==> config.mk <==
export PLATFORM = sky130hd
export DESIGN_NAME = vec_store_queue_flat
export DESIGN_NICKNAME = d
export VERILOG_FILES = /design/src/rtl/vec_mem_pkg.sv /design/src/rtl/vec_store_queue_if.sv /design/src/rtl/vec_store_queue_pixel_clamp.sv /design/src/rtl/vec_store_queue.sv /design/src/flat_wrapper.sv
export SDC_FILE = /design/constraint.sdc
export NUM_CORES = 1
export LEC_CHECK = 0
export ABC_CLOCK_PERIOD_IN_PS = 3640
export CORE_MARGIN = 5
export CORE_UTILIZATION = 51
export CTS_CLUSTER_DIAMETER = 40
export DETAILED_ROUTE_END_ITERATION = 8
export GPL_TIMING_DRIVEN = 0
export PLACE_DENSITY = 0.87
export SLEW_MARGIN = 20
export SYNTH_ARGS = -nofsm -noshare
export SYNTH_HDL_FRONTEND = slang
export SYNTH_HIERARCHICAL = 1
export SYNTH_SLANG_ARGS = --single-unit
==> constraint.sdc <==
create_clock -name CLK -period 3.64 [get_ports CLK]
set_input_delay 0.728 -clock CLK [delete_from_list [all_inputs] [get_ports CLK]]
set_output_delay 0.728 -clock CLK [all_outputs]
set_load 0.05 [all_outputs]
==> src/rtl/vec_mem_pkg.sv <==
// rtl/vec_mem_pkg.sv - shared types and constants for the vector store path
package vec_mem_pkg;

  localparam int LANES            = 16;
  localparam int DEF_IMAGE_WIDTH  = 192;
  localparam int DEF_IMAGE_HEIGHT = 192;
  localparam int DEF_LANE_STRIDE  = 8;
  localparam int DEF_DEPTH        = 4;

  localparam int IMG_PIXELS   = DEF_IMAGE_WIDTH * DEF_IMAGE_HEIGHT;
  localparam int FRAME_WRITES = IMG_PIXELS / LANES;

  typedef logic [15:0] lane_t;
  typedef lane_t [LANES-1:0] vec_t;
  typedef logic [LANES-1:0][7:0] pix_vec_t;

  typedef enum logic {
    RUN  = 1'b0,
    DONE = 1'b1
  } qstate_t;

endpackage

==> src/rtl/vec_store_queue_if.sv <==
// rtl/vec_store_queue_if.sv - store request and memory write port bundle
interface vec_store_queue_if;
  import vec_mem_pkg::*;

  logic        in_valid;
  logic        in_ready;
  logic [15:0] in_addr;
  vec_t        in_data;
  logic        in_signed;

  logic        mem_grant;
  logic        mem_we;
  logic [15:0] mem_addr;
  vec_t        mem_wd;

  // Queue side: consumes requests and the grant, drives the write port
  modport slave (
    input  in_valid, in_addr, in_data, in_signed, mem_grant,
    output in_ready, mem_we, mem_addr, mem_wd
  );

  // Environment side: execute stage plus memory
  modport master (
    output in_valid, in_addr, in_data, in_signed, mem_grant,
    input  in_ready, mem_we, mem_addr, mem_wd
  );

endinterface

==> src/rtl/vec_store_queue_pixel_clamp.sv <==
// rtl/vec_store_queue_pixel_clamp.sv - saturate one 16-bit lane to an 8-bit pixel
module pixel_clamp (
  input  logic [15:0] lane,
  input  logic        is_signed,
  output logic [7:0]  pix
);

  // Negative signed values floor at 0; anything above 255 saturates
  always_comb begin
    pix = lane[7:0];
    if (is_signed && lane[15]) begin
      pix = 8'h00;
    end else if (lane[15:8] != 8'h00) begin
      pix = 8'hFF;
    end
  end

endmodule

==> src/rtl/vec_store_queue.sv <==
// rtl/vec_store_queue.sv - clamping, range-checked vector store FIFO with frame counter
module vec_store_queue
  import vec_mem_pkg::*;
#(
  parameter int IMAGE_WIDTH  = DEF_IMAGE_WIDTH,
  parameter int IMAGE_HEIGHT = DEF_IMAGE_HEIGHT,
  parameter int LANE_STRIDE  = DEF_LANE_STRIDE,
  parameter int DEPTH        = DEF_DEPTH
) (
  input  logic                CLK,
  input  logic                RST_N,
  vec_store_queue_if.slave    bus,
  input  logic                frame_clear,
  output logic [15:0]         wr_count,
  output logic                addr_err,
  output logic                frame_done
);

  localparam int PW      = $clog2(DEPTH);
  localparam int CW      = PW + 1;
  localparam int PIXELS  = IMAGE_WIDTH * IMAGE_HEIGHT;
  localparam int FRAME_W = PIXELS / LANES;
  localparam int SPAN    = (LANES - 1) * LANE_STRIDE;

  qstate_t         state_q, state_d;
  logic [PW-1:0]   wr_ptr, rd_ptr;
  logic [CW-1:0]   count;
  pix_vec_t        data_q [DEPTH];
  logic [15:0]     addr_q [DEPTH];
  pix_vec_t        pix_in;
  logic [16:0]     end_addr;
  logic            range_ok;
  logic            full, empty, run;
  logic            push_hs, push, pop;
  logic            enter_done;
  logic [15:0]     wr_count_q;
  logic            addr_err_q;
  logic            frame_done_q;

  genvar g;
  generate
    for (g = 0; g < LANES; g++) begin : g_clamp
      pixel_clamp u_clamp (
        .lane      (bus.in_data[g]),
        .is_signed (bus.in_signed),
        .pix       (pix_in[g])
      );
    end
  endgenerate

  assign full  = (count == CW'(DEPTH));
  assign empty = (count == '0);
  assign run   = (state_q == RUN);

  // in_ready depends only on registered state, never on mem_grant
  assign bus.in_ready = !full && run;
  assign bus.mem_we   = !empty && bus.mem_grant && run;

  // Footprint end address is formed in 17 bits so high bases cannot wrap into range
  assign end_addr = {1'b0, bus.in_addr} + 17'(SPAN);
  assign range_ok = (end_addr <= 17'(PIXELS - 1));
  assign push_hs  = bus.in_valid && bus.in_ready;
  assign push     = push_hs && range_ok;
  assign pop      = bus.mem_we;

  // Head entry drives the write port; zeros while the queue is empty
  always_comb begin
    bus.mem_addr = '0;
    bus.mem_wd   = '0;
    if (!empty) begin
      bus.mem_addr = addr_q[rd_ptr];
      for (int i = 0; i < LANES; i++) begin
        bus.mem_wd[i] = {8'h00, data_q[rd_ptr][i]};
      end
    end
  end

  // Entry storage is only meaningful while occupancy covers it, so it has no reset
  always_ff @(posedge CLK) begin
    if (push) begin
      data_q[wr_ptr] <= pix_in;
      addr_q[wr_ptr] <= bus.in_addr;
    end
  end

  // Pointers and occupancy; pointers wrap naturally as DEPTH is a power of two
  always_ff @(posedge CLK or negedge RST_N) begin
    if (!RST_N) begin
      wr_ptr <= '0;
      rd_ptr <= '0;
      count  <= '0;
    end else begin
      if (push) wr_ptr <= wr_ptr + 1'b1;
      if (pop)  rd_ptr <= rd_ptr + 1'b1;
      case ({push, pop})
        2'b10:   count <= count + CW'(1);
        2'b01:   count <= count - CW'(1);
        default: count <= count;
      endcase
    end
  end

  // Write counter and sticky range error; a frame clear overrides a same-cycle pop
  always_ff @(posedge CLK or negedge RST_N) begin
    if (!RST_N) begin
      wr_count_q <= '0;
      addr_err_q <= 1'b0;
    end else if (frame_clear) begin
      wr_count_q <= '0;
      addr_err_q <= 1'b0;
    end else begin
      if (pop) wr_count_q <= wr_count_q + 16'd1;
      if (push_hs && !range_ok) addr_err_q <= 1'b1;
    end
  end

  // Frame state register
  always_ff @(posedge CLK or negedge RST_N) begin
    if (!RST_N) begin
      state_q <= RUN;
    end else begin
      state_q <= state_d;
    end
  end

  // Enter DONE on the pop that completes the frame; leave on frame_clear
  always_comb begin
    state_d    = state_q;
    enter_done = 1'b0;
    case (state_q)
      RUN: begin
        if (!frame_clear && pop && (wr_count_q == 16'(FRAME_W - 1))) begin
          state_d    = DONE;
          enter_done = 1'b1;
        end
      end
      DONE: begin
        if (frame_clear) state_d = RUN;
      end
      default: state_d = RUN;
    endcase
  end

  // One-cycle completion pulse in the cycle after the final write
  always_ff @(posedge CLK or negedge RST_N) begin
    if (!RST_N) begin
      frame_done_q <= 1'b0;
    end else begin
      frame_done_q <= enter_done;
    end
  end

  assign wr_count   = wr_count_q;
  assign addr_err   = addr_err_q;
  assign frame_done = frame_done_q;

endmodule

==> src/flat_wrapper.sv <==
// flat-port wrapper written by rule: the top's interface ports become plain ports
module vec_store_queue_flat import vec_mem_pkg::*;
#(
  parameter int IMAGE_WIDTH  = DEF_IMAGE_WIDTH,
  parameter int IMAGE_HEIGHT = DEF_IMAGE_HEIGHT,
  parameter int LANE_STRIDE  = DEF_LANE_STRIDE,
  parameter int DEPTH        = DEF_DEPTH
)
  (CLK, RST_N, frame_clear, wr_count, addr_err, frame_done, bus_in_valid, bus_in_addr, bus_in_data, bus_in_signed, bus_mem_grant, bus_in_ready, bus_mem_we, bus_mem_addr, bus_mem_wd);
  vec_store_queue_if bus_i ();
  input  logic CLK;
  input  logic RST_N;
  input  logic frame_clear;
  output logic [15:0] wr_count;
  output logic addr_err;
  output logic frame_done;
  input wire logic [$bits(bus_i.in_valid)-1:0] bus_in_valid;
  input wire logic [$bits(bus_i.in_addr)-1:0] bus_in_addr;
  input wire logic [$bits(bus_i.in_data)-1:0] bus_in_data;
  input wire logic [$bits(bus_i.in_signed)-1:0] bus_in_signed;
  input wire logic [$bits(bus_i.mem_grant)-1:0] bus_mem_grant;
  output wire logic [$bits(bus_i.in_ready)-1:0] bus_in_ready;
  output wire logic [$bits(bus_i.mem_we)-1:0] bus_mem_we;
  output wire logic [$bits(bus_i.mem_addr)-1:0] bus_mem_addr;
  output wire logic [$bits(bus_i.mem_wd)-1:0] bus_mem_wd;
  assign bus_i.in_valid = bus_in_valid;
  assign bus_i.in_addr = bus_in_addr;
  assign bus_i.in_data = bus_in_data;
  assign bus_i.in_signed = bus_in_signed;
  assign bus_i.mem_grant = bus_mem_grant;
  assign bus_in_ready = bus_i.in_ready;
  assign bus_mem_we = bus_i.mem_we;
  assign bus_mem_addr = bus_i.mem_addr;
  assign bus_mem_wd = bus_i.mem_wd;
  vec_store_queue #(.IMAGE_WIDTH(IMAGE_WIDTH), .IMAGE_HEIGHT(IMAGE_HEIGHT), .LANE_STRIDE(LANE_STRIDE), .DEPTH(DEPTH)) u_core (.CLK(CLK), .RST_N(RST_N), .bus(bus_i), .frame_clear(frame_clear), .wr_count(wr_count), .addr_err(addr_err), .frame_done(frame_done));
endmodule
==> parameters.txt, run 1 <==
Parameter                              Value

CTS
  # hold bufs at CTS    0
  Root buffer cell    sky130_fd_sc_hd__clkbuf_16
  Clk_lat worst skew    0.61 ns
  Number of sinks driven by the clock tree    602
  Count of H-tree levels built during CTS    3
  Clock transition at the register clock pins on the worst setup and hold paths after CTS    0.06 ns
  TritonCTS Buffers    74
  Clock tree from TritonCTS    yes
  Deepest clock path buffer count    3

Layout
  Most frequent standard cell in the layout excluding fill and tap cells    sky130_fd_sc_hd__edfxtp_1
  Fin nets    2473
  Top library cells by usage in the layout, fill and taps aside    sky130_fd_sc_hd__edfxtp_1, sky130_fd_sc_hd__clkdlybuf4s50_1, sky130_fd_sc_hd__buf_4
  Post-layout utilization of the core    68.7%
  Post-route standard cell area excluding fillers    34600 um^2
  Fraction of final layout cells with drive strength greater than 1    23.7%
  Area growth syn-to-layout    32.6%

Routing
  Number of optimization iterations in the first detailed-route pass    5
  Average detailed-routed wire length per instance    23.1 um
  Vias per cell    5.46
  Detailed Route WL    67.5 mm
  Antenna-violating nets left    0
  DRC violation total after the first TritonRoute iteration    1262
  Via count    16.0k
  Remaining routing DRC violations    0

Worst setup path
  End of the critical path    bus_mem_addr[15]
  Capture point of the worst reg-to-reg path    u_core/data_q[2][19]
  Setup crit end kind    output port
  Arrival time of the worst setup path    2.83 ns
  Largest stage delay on the critical path    0.72 ns
  Crit path kind    reg -> out
  Worst-path fanout max    10
  Worst path cell trace    or3_1 > buf_4 > clkbuf_4 > and2_1 > clkdlybuf4s50_1
  Worst-path cell with the longest stage delay    sky130_fd_sc_hd__clkdlybuf4s50_1
  Worst setup slack for register-to-register paths    1.06 ns
  CP Launch Type    flop
  Crit path launch    u_core/count[1]
  Launch point of the worst reg-to-reg path    u_core/count[0]
  Required time worst endpoint    2.91 ns
  R2r worst-path depth    7

Timing
  Final Critical Period    3.56 ns
  Final hold vios    0
  Count of pins over their slew limit    0
  Max Clock Freq    0.281 GHz
  Largest clock skew in the final design    0.0267 ns
  Final cycle utilization of the critical path    97.7%
  Unrepaired setup endpoints after global routing    false
  Worst path setup slack after routing    0.0841 ns
  Relative slew slack    30.9%
  Final setup TNS    0 ns
  Count of endpoints failing setup in the final report    0
  Tightest Pin Transition    1.03 ns

Synth
  Register area share after synthesis    68.8%
  Leading post-synthesis cells by cell area    sky130_fd_sc_hd__edfxtp_1, sky130_fd_sc_hd__mux4_2, sky130_fd_sc_hd__buf_4, sky130_fd_sc_hd__and2_1, sky130_fd_sc_hd__a31oi_1
  Most used flip-flop cell after synthesis    sky130_fd_sc_hd__edfxtp_1
  Async S/R FF share, synth    4.32%
  Cell accounting for the most synthesized area    sky130_fd_sc_hd__edfxtp_1
  Synth Warn #    6
  Mean Syn Cell Area    17.1 um^2
  Mapped Area    26100 um^2
  Synthesized netlist cell count    1525
  Portion of synthesized cell area occupied by the leading cell type    66.3%
  Flip-flop and latch count after synthesis    602
  Number of unique standard cell types used by synthesis    47
  EDFF count, synth    576

Flow run
  Number of max-cap violations    0

Power
  Leakage power summed over all cells    12.6 nW
  Maximum ir drop on the vdd rail    0.693 mV
  P per Cell Area    817 nW/um^2
  Final total power    28.2 mW

GRT
  Total gr overflow    0
  Number of antenna violations at the first check in global routing    3
  Pin count of the biggest net entering global routing    48
  Global routing met2 resource utilization    41.7%
  Global routing usage on met1    28.6%
  Routing layer with the top usage in global route    met2
  Global-route usage over all layers    23.5%
  Via count of the first global-routing pass    16.9k
  GR Util met3    4.17%
  Wire length of the first global-routing pass    101 mm

Place
  Total cell area at the placement stage    32100 um^2
  Half-perimeter wire length after placement    44.5 mm
  Count of buffers from port buffering    441
  Worst slack after detailed placement    -0.785 ns
  Placer Congestion    0.918

Floorplanning
  Area of the core    50400 um^2
  Die outline height    236 um
  DIE AREA    55800 um^2
  Number of ports placed on the die boundary    570
  Effective utilization at floorplan    51.8%
  Cell row count    82
  Width of the die    236 um

Outcome
  Outcome    completed

Hold path
  Kind of path behind the tightest hold check    in -> async
through the flow:
stage | instances | hold slack [ns]
2_1_floorplan | 1652 | 0.432
3_3_place_gp | 2765 | 0.474
3_5_place_dp | 2777 | 0.476
4_1_cts | 2914 | 0.0992
5_1_grt | 2922 | 0.150
6_report | 2922 | 0.118
worst min-delay path by stage:
stage                    start             endpoint  slack (ns)
2_1_floorplan            RST_N      u_core/addr_err        0.43
3_3_place_gp   u_core/count[2]      u_core/count[2]        0.47
3_5_place_dp   u_core/count[2]      u_core/count[2]        0.48
4_1_cts                  RST_N  u_core/wr_count[13]         0.1
5_1_grt                  RST_N  u_core/wr_count[13]        0.15
6_report                 RST_N  u_core/wr_count[15]        0.12
cell usage after synthesis (3+ instances only):
| master | instances |
|---|---|
| sky130_fd_sc_hd__edfxtp_1 | 576 |
| sky130_fd_sc_hd__and2_1 | 144 |
| sky130_fd_sc_hd__mux4_2 | 144 |
| sky130_fd_sc_hd__inv_1 | 142 |
| sky130_fd_sc_hd__a31oi_1 | 131 |
| sky130_fd_sc_hd__buf_4 | 128 |
| sky130_fd_sc_hd__clkbuf_1 | 45 |
| sky130_fd_sc_hd__nor4_2 | 32 |
| sky130_fd_sc_hd__dfrtp_1 | 26 |
| sky130_fd_sc_hd__nor2_1 | 21 |
| sky130_fd_sc_hd__and2_2 | 20 |
| sky130_fd_sc_hd__buf_2 | 15 |
| sky130_fd_sc_hd__xnor2_1 | 11 |
| sky130_fd_sc_hd__xor2_1 | 11 |
| sky130_fd_sc_hd__nand2_1 | 10 |
| sky130_fd_sc_hd__nand3_1 | 8 |
| sky130_fd_sc_hd__buf_1 | 7 |
| sky130_fd_sc_hd__ha_1 | 7 |
| sky130_fd_sc_hd__nor3_1 | 5 |
| sky130_fd_sc_hd__mux2i_1 | 4 |
| sky130_fd_sc_hd__nand4_1 | 4 |
| sky130_fd_sc_hd__and3_1 | 3 |
| sky130_fd_sc_hd__nor3b_1 | 3 |
| sky130_fd_sc_hd__nor4_1 | 3 |
| sky130_fd_sc_hd__or3_1 | 3 |
repair_timing:
action                     CTS  global route
buffers inserted             2             4
setup endpoints to repair  158           246
gates resized for setup    190            51
pin swaps                    1             2
cloned                       0             2
critical path: cells and delay by family (launching register included):
| kind | cells | cell delay (ns) |
|---|---|---|
| buffers and inverters | 3 | 1.22 |
| AND/OR/NAND/NOR | 2 | 0.60 |
| flip-flops | 1 | 0.39 |
where the power goes:
group | internal (mW) | switching, mW | total, mW
clock network | 4.45 | 2.96 | 7.42
logic | 4.03 | 8.10 | 12.1
registers | 8.46 | 0.238 | 8.70
area by class of cell:
cell class	instances	area, um^2
clock inverter	54	574
clock buffer	82	1950
inverter	142	533
antenna	3	7.51
fill	3133	15800
tap	672	841
timing repair buffer	459	4570
sequential	602	18000
multi-input combinational	714	6860
buffer	194	1300
routing by layer:
layer	up-vias	routed length (um)	share of wire, %
li1	6962	-	-
met1	8014	24100	36
met2	830	36100	53
met3	154	4760	7.1
met4	0	2530	3.7
met5	-	0	0
state kept, by name, summed over array words and instances (netlist names):
signal and cells:
u_core/addr_err 1, u_core/addr_q 64, u_core/count 3, u_core/data_q 512, u_core/frame_done 1, u_core/rd_ptr 2, u_core/state_q 1, u_core/wr_count 16
u_core/wr_ptr 2
cell families (layout without fill, tap and decap cells):
group	Yosys count	count (layout)	synth area share, %
multiplexers	149	149	12.6
AO/OA/AOI/OAI	139	139	3.46
flip-flops	602	602	68.8
other	1	131	0.0144
adder cells (fa/ha/maj)	8	8	0.413
AND/OR/NAND/NOR	266	267	7.09
XOR/XNOR	23	23	0.801
buffers and inverters	337	931	6.76
(Power assumes the default switching activity.)
==> run 2, diff against run 1 <==
- CORE_UTILIZATION: 51 -> 45
- PLACE_DENSITY: 0.87 -> 0.79
- SLEW_MARGIN: 20 -> 25
==> parameters.txt, run 2 (synthesized netlist as in run 1, its figures left out) <==
Parameter                              Value

Place
  Worst slack after detailed placement    -0.844 ns
  Half-perimeter wire length after placement    43.3 mm
  Count of buffers from port buffering    441
  Placer Congestion    0.937
  Number of placed instances with taps included    2870

Worst setup path
  Required time worst endpoint    3.90 ns
  Worst setup slack for register-to-register paths    0.82 ns
  R2r worst-path depth    7
  CP Launch Type    input pin
  Setup crit end kind    flop
  Capture point of the worst reg-to-reg path    u_core/data_q[0][32]
  Launch point of the worst reg-to-reg path    u_core/count[0]
  Crit path kind    in -> reg
  Arrival time of the worst setup path    3.82 ns
  Worst-path fanout max    41

Layout
  Register name with the most flops    u_core/data_q
  Most frequent standard cell in the layout excluding fill and tap cells    sky130_fd_sc_hd__edfxtp_1
  Number of cells in the finished layout apart from fillers    3002
  Area growth syn-to-layout    32.8%
  Post-layout utilization of the core    60.2%
  Filler cell count    4220
  Fin nets    2468
  Top library cells by usage in the layout, fill and taps aside    sky130_fd_sc_hd__edfxtp_1, sky130_fd_sc_hd__clkdlybuf4s50_1, sky130_fd_sc_hd__buf_4
  Max reg flops    512
  Fraction of final layout cells with drive strength greater than 1    24.6%

CTS
  Clock transition at the register clock pins on the worst setup and hold paths after CTS    0.06 ns
  # hold bufs at CTS    0
  Count of H-tree levels built during CTS    3
  TritonCTS Buffers    69
  Number of sinks driven by the clock tree    602
  Root buffer cell    sky130_fd_sc_hd__clkbuf_16
  Clock tree from TritonCTS    yes
  Deepest clock path buffer count    3
  Clk_lat worst skew    0.59 ns

Flow run
  Number of max-cap violations    0

Hold path
  Kind of path behind the tightest hold check    in -> async

Floorplanning
  Die outline height    251 um
  Area of the core    57600 um^2
  Effective utilization at floorplan    45.3%
  Number of ports placed on the die boundary    570
  Cell row count    88
  Width of the die    251 um
  DIE AREA    62900 um^2

Routing
  Vias per cell    5.14
  DRC violation total after the first TritonRoute iteration    1029
  Detailed Route WL    62.7 mm
  Average detailed-routed wire length per instance    20.9 um
  Remaining routing DRC violations    0
  Number of optimization iterations in the first detailed-route pass    6
  Via count    15.4k
  Antenna-violating nets left    0

Timing
  Relative slew slack    23.9%
  Final cycle utilization of the critical path    97.9%
  Count of pins over their slew limit    0
  Worst path setup slack after routing    0.0751 ns
  Max Clock Freq    0.281 GHz
  Unrepaired setup endpoints after global routing    false
  Final hold vios    0
  Largest clock skew in the final design    0.0183 ns
  Tightest Pin Transition    1.13 ns
  Count of endpoints failing setup in the final report    0
  Worst hold slack after final layout    0.149 ns
  Final Critical Period    3.56 ns

Power
  Maximum ir drop on the vdd rail    0.585 mV
  Leakage power summed over all cells    12.4 nW
  P per Cell Area    802 nW/um^2

GRT
  Via count of the first global-routing pass    16.3k
  Total gr overflow    0
  Pin count of the biggest net entering global routing    44
  Number of antenna violations at the first check in global routing    1
  Global-route usage over all layers    19.2%
  Wire length of the first global-routing pass    94.3 mm

Outcome
  Outcome    completed
## run 2: critical path, stage by stage
cell,delay (ns)
sky130_fd_sc_hd__clkdlybuf4s50_1,0.52
sky130_fd_sc_hd__or4_4,0.61
sky130_fd_sc_hd__nand3_4,0.15
sky130_fd_sc_hd__nor3b_4,0.23
sky130_fd_sc_hd__o311ai_4,0.13
sky130_fd_sc_hd__a21oi_4,0.37
sky130_fd_sc_hd__and2_4,0.42
sky130_fd_sc_hd__buf_16,0.29
sky130_fd_sc_hd__buf_16,0.27
## run 2: worst max path at each step
stage / from / depth (start not counted) / end / slack (ns)
after floorplan: bus_in_addr[3] / 7 / u_core/addr_q[0][0] / -0.65
after CTS: u_core/count[0] / 6 / bus_mem_wd[212] / 0.002
after detailed placement: bus_in_addr[3] / 10 / u_core/data_q[1][35] / -0.84
final: bus_in_addr[6] / 9 / u_core/data_q[0][32] / 0.08
after global placement: bus_in_addr[3] / 8 / u_core/data_q[2][20] / -2.89
after global routing: u_core/rd_ptr[1] / 4 / bus_mem_wd[244] / 0.002
## run 2: through the flow
step | area [um^2] | TNS [ns] | total power, mW
5_1_grt | 34600 | 0 | 28.9
6_report | 34600 | 0 | 27.8
4_1_cts | 34600 | 0 | 28.1
2_1_floorplan | 26600 | -374.98 | 17.3
3_3_place_gp | 31900 | -1647.25 | 21.5
3_5_place_dp | 32200 | -335.95 | 21.6
## run 2: cell type report
type	count	area, um^2	share of cell area (%)
diodes	1	2.50	0.00722
plain buffers	194	1290	3.74
clock buffers	79	1850	5.34
clock inverters	46	480	1.39
inverters	142	533	1.54
multi-input cells	716	6880	19.9
flip-flops and latches	602	18000	51.8
well taps	765	957	2.76
repair buffers	457	4690	13.5
## run 2: repair_timing
item                       in CTS  in global routing
gates cloned                    1                  2
setup buffers                   2                  2
resized for setup             281                  3
setup endpoints to repair     265                 85
pin swaps                       2                  2
## run 2: metal layers
| layer | wire, um | track usage (%) | vias to the layer above |
|---|---|---|---|
| met4 | 1300 | 5.72 | 0 |
| met1 | 24400 | 24.1 | 7815 |
| li1 | - | - | 6947 |
| met3 | 4130 | 3.94 | 91 |
| met5 | 0 | 0 | - |
| met2 | 32900 | 34.0 | 591 |
## run 2: power by group
| group | total, mW | leakage, nW | switching (mW) | internal [mW] |
|---|---|---|---|---|
| clock | 6.91 | 1.14 | 2.72 | 4.20 |
| combinational | 12.2 | 5.85 | 8.01 | 4.18 |
| sequential | 8.67 | 5.44 | 0.209 | 8.46 |
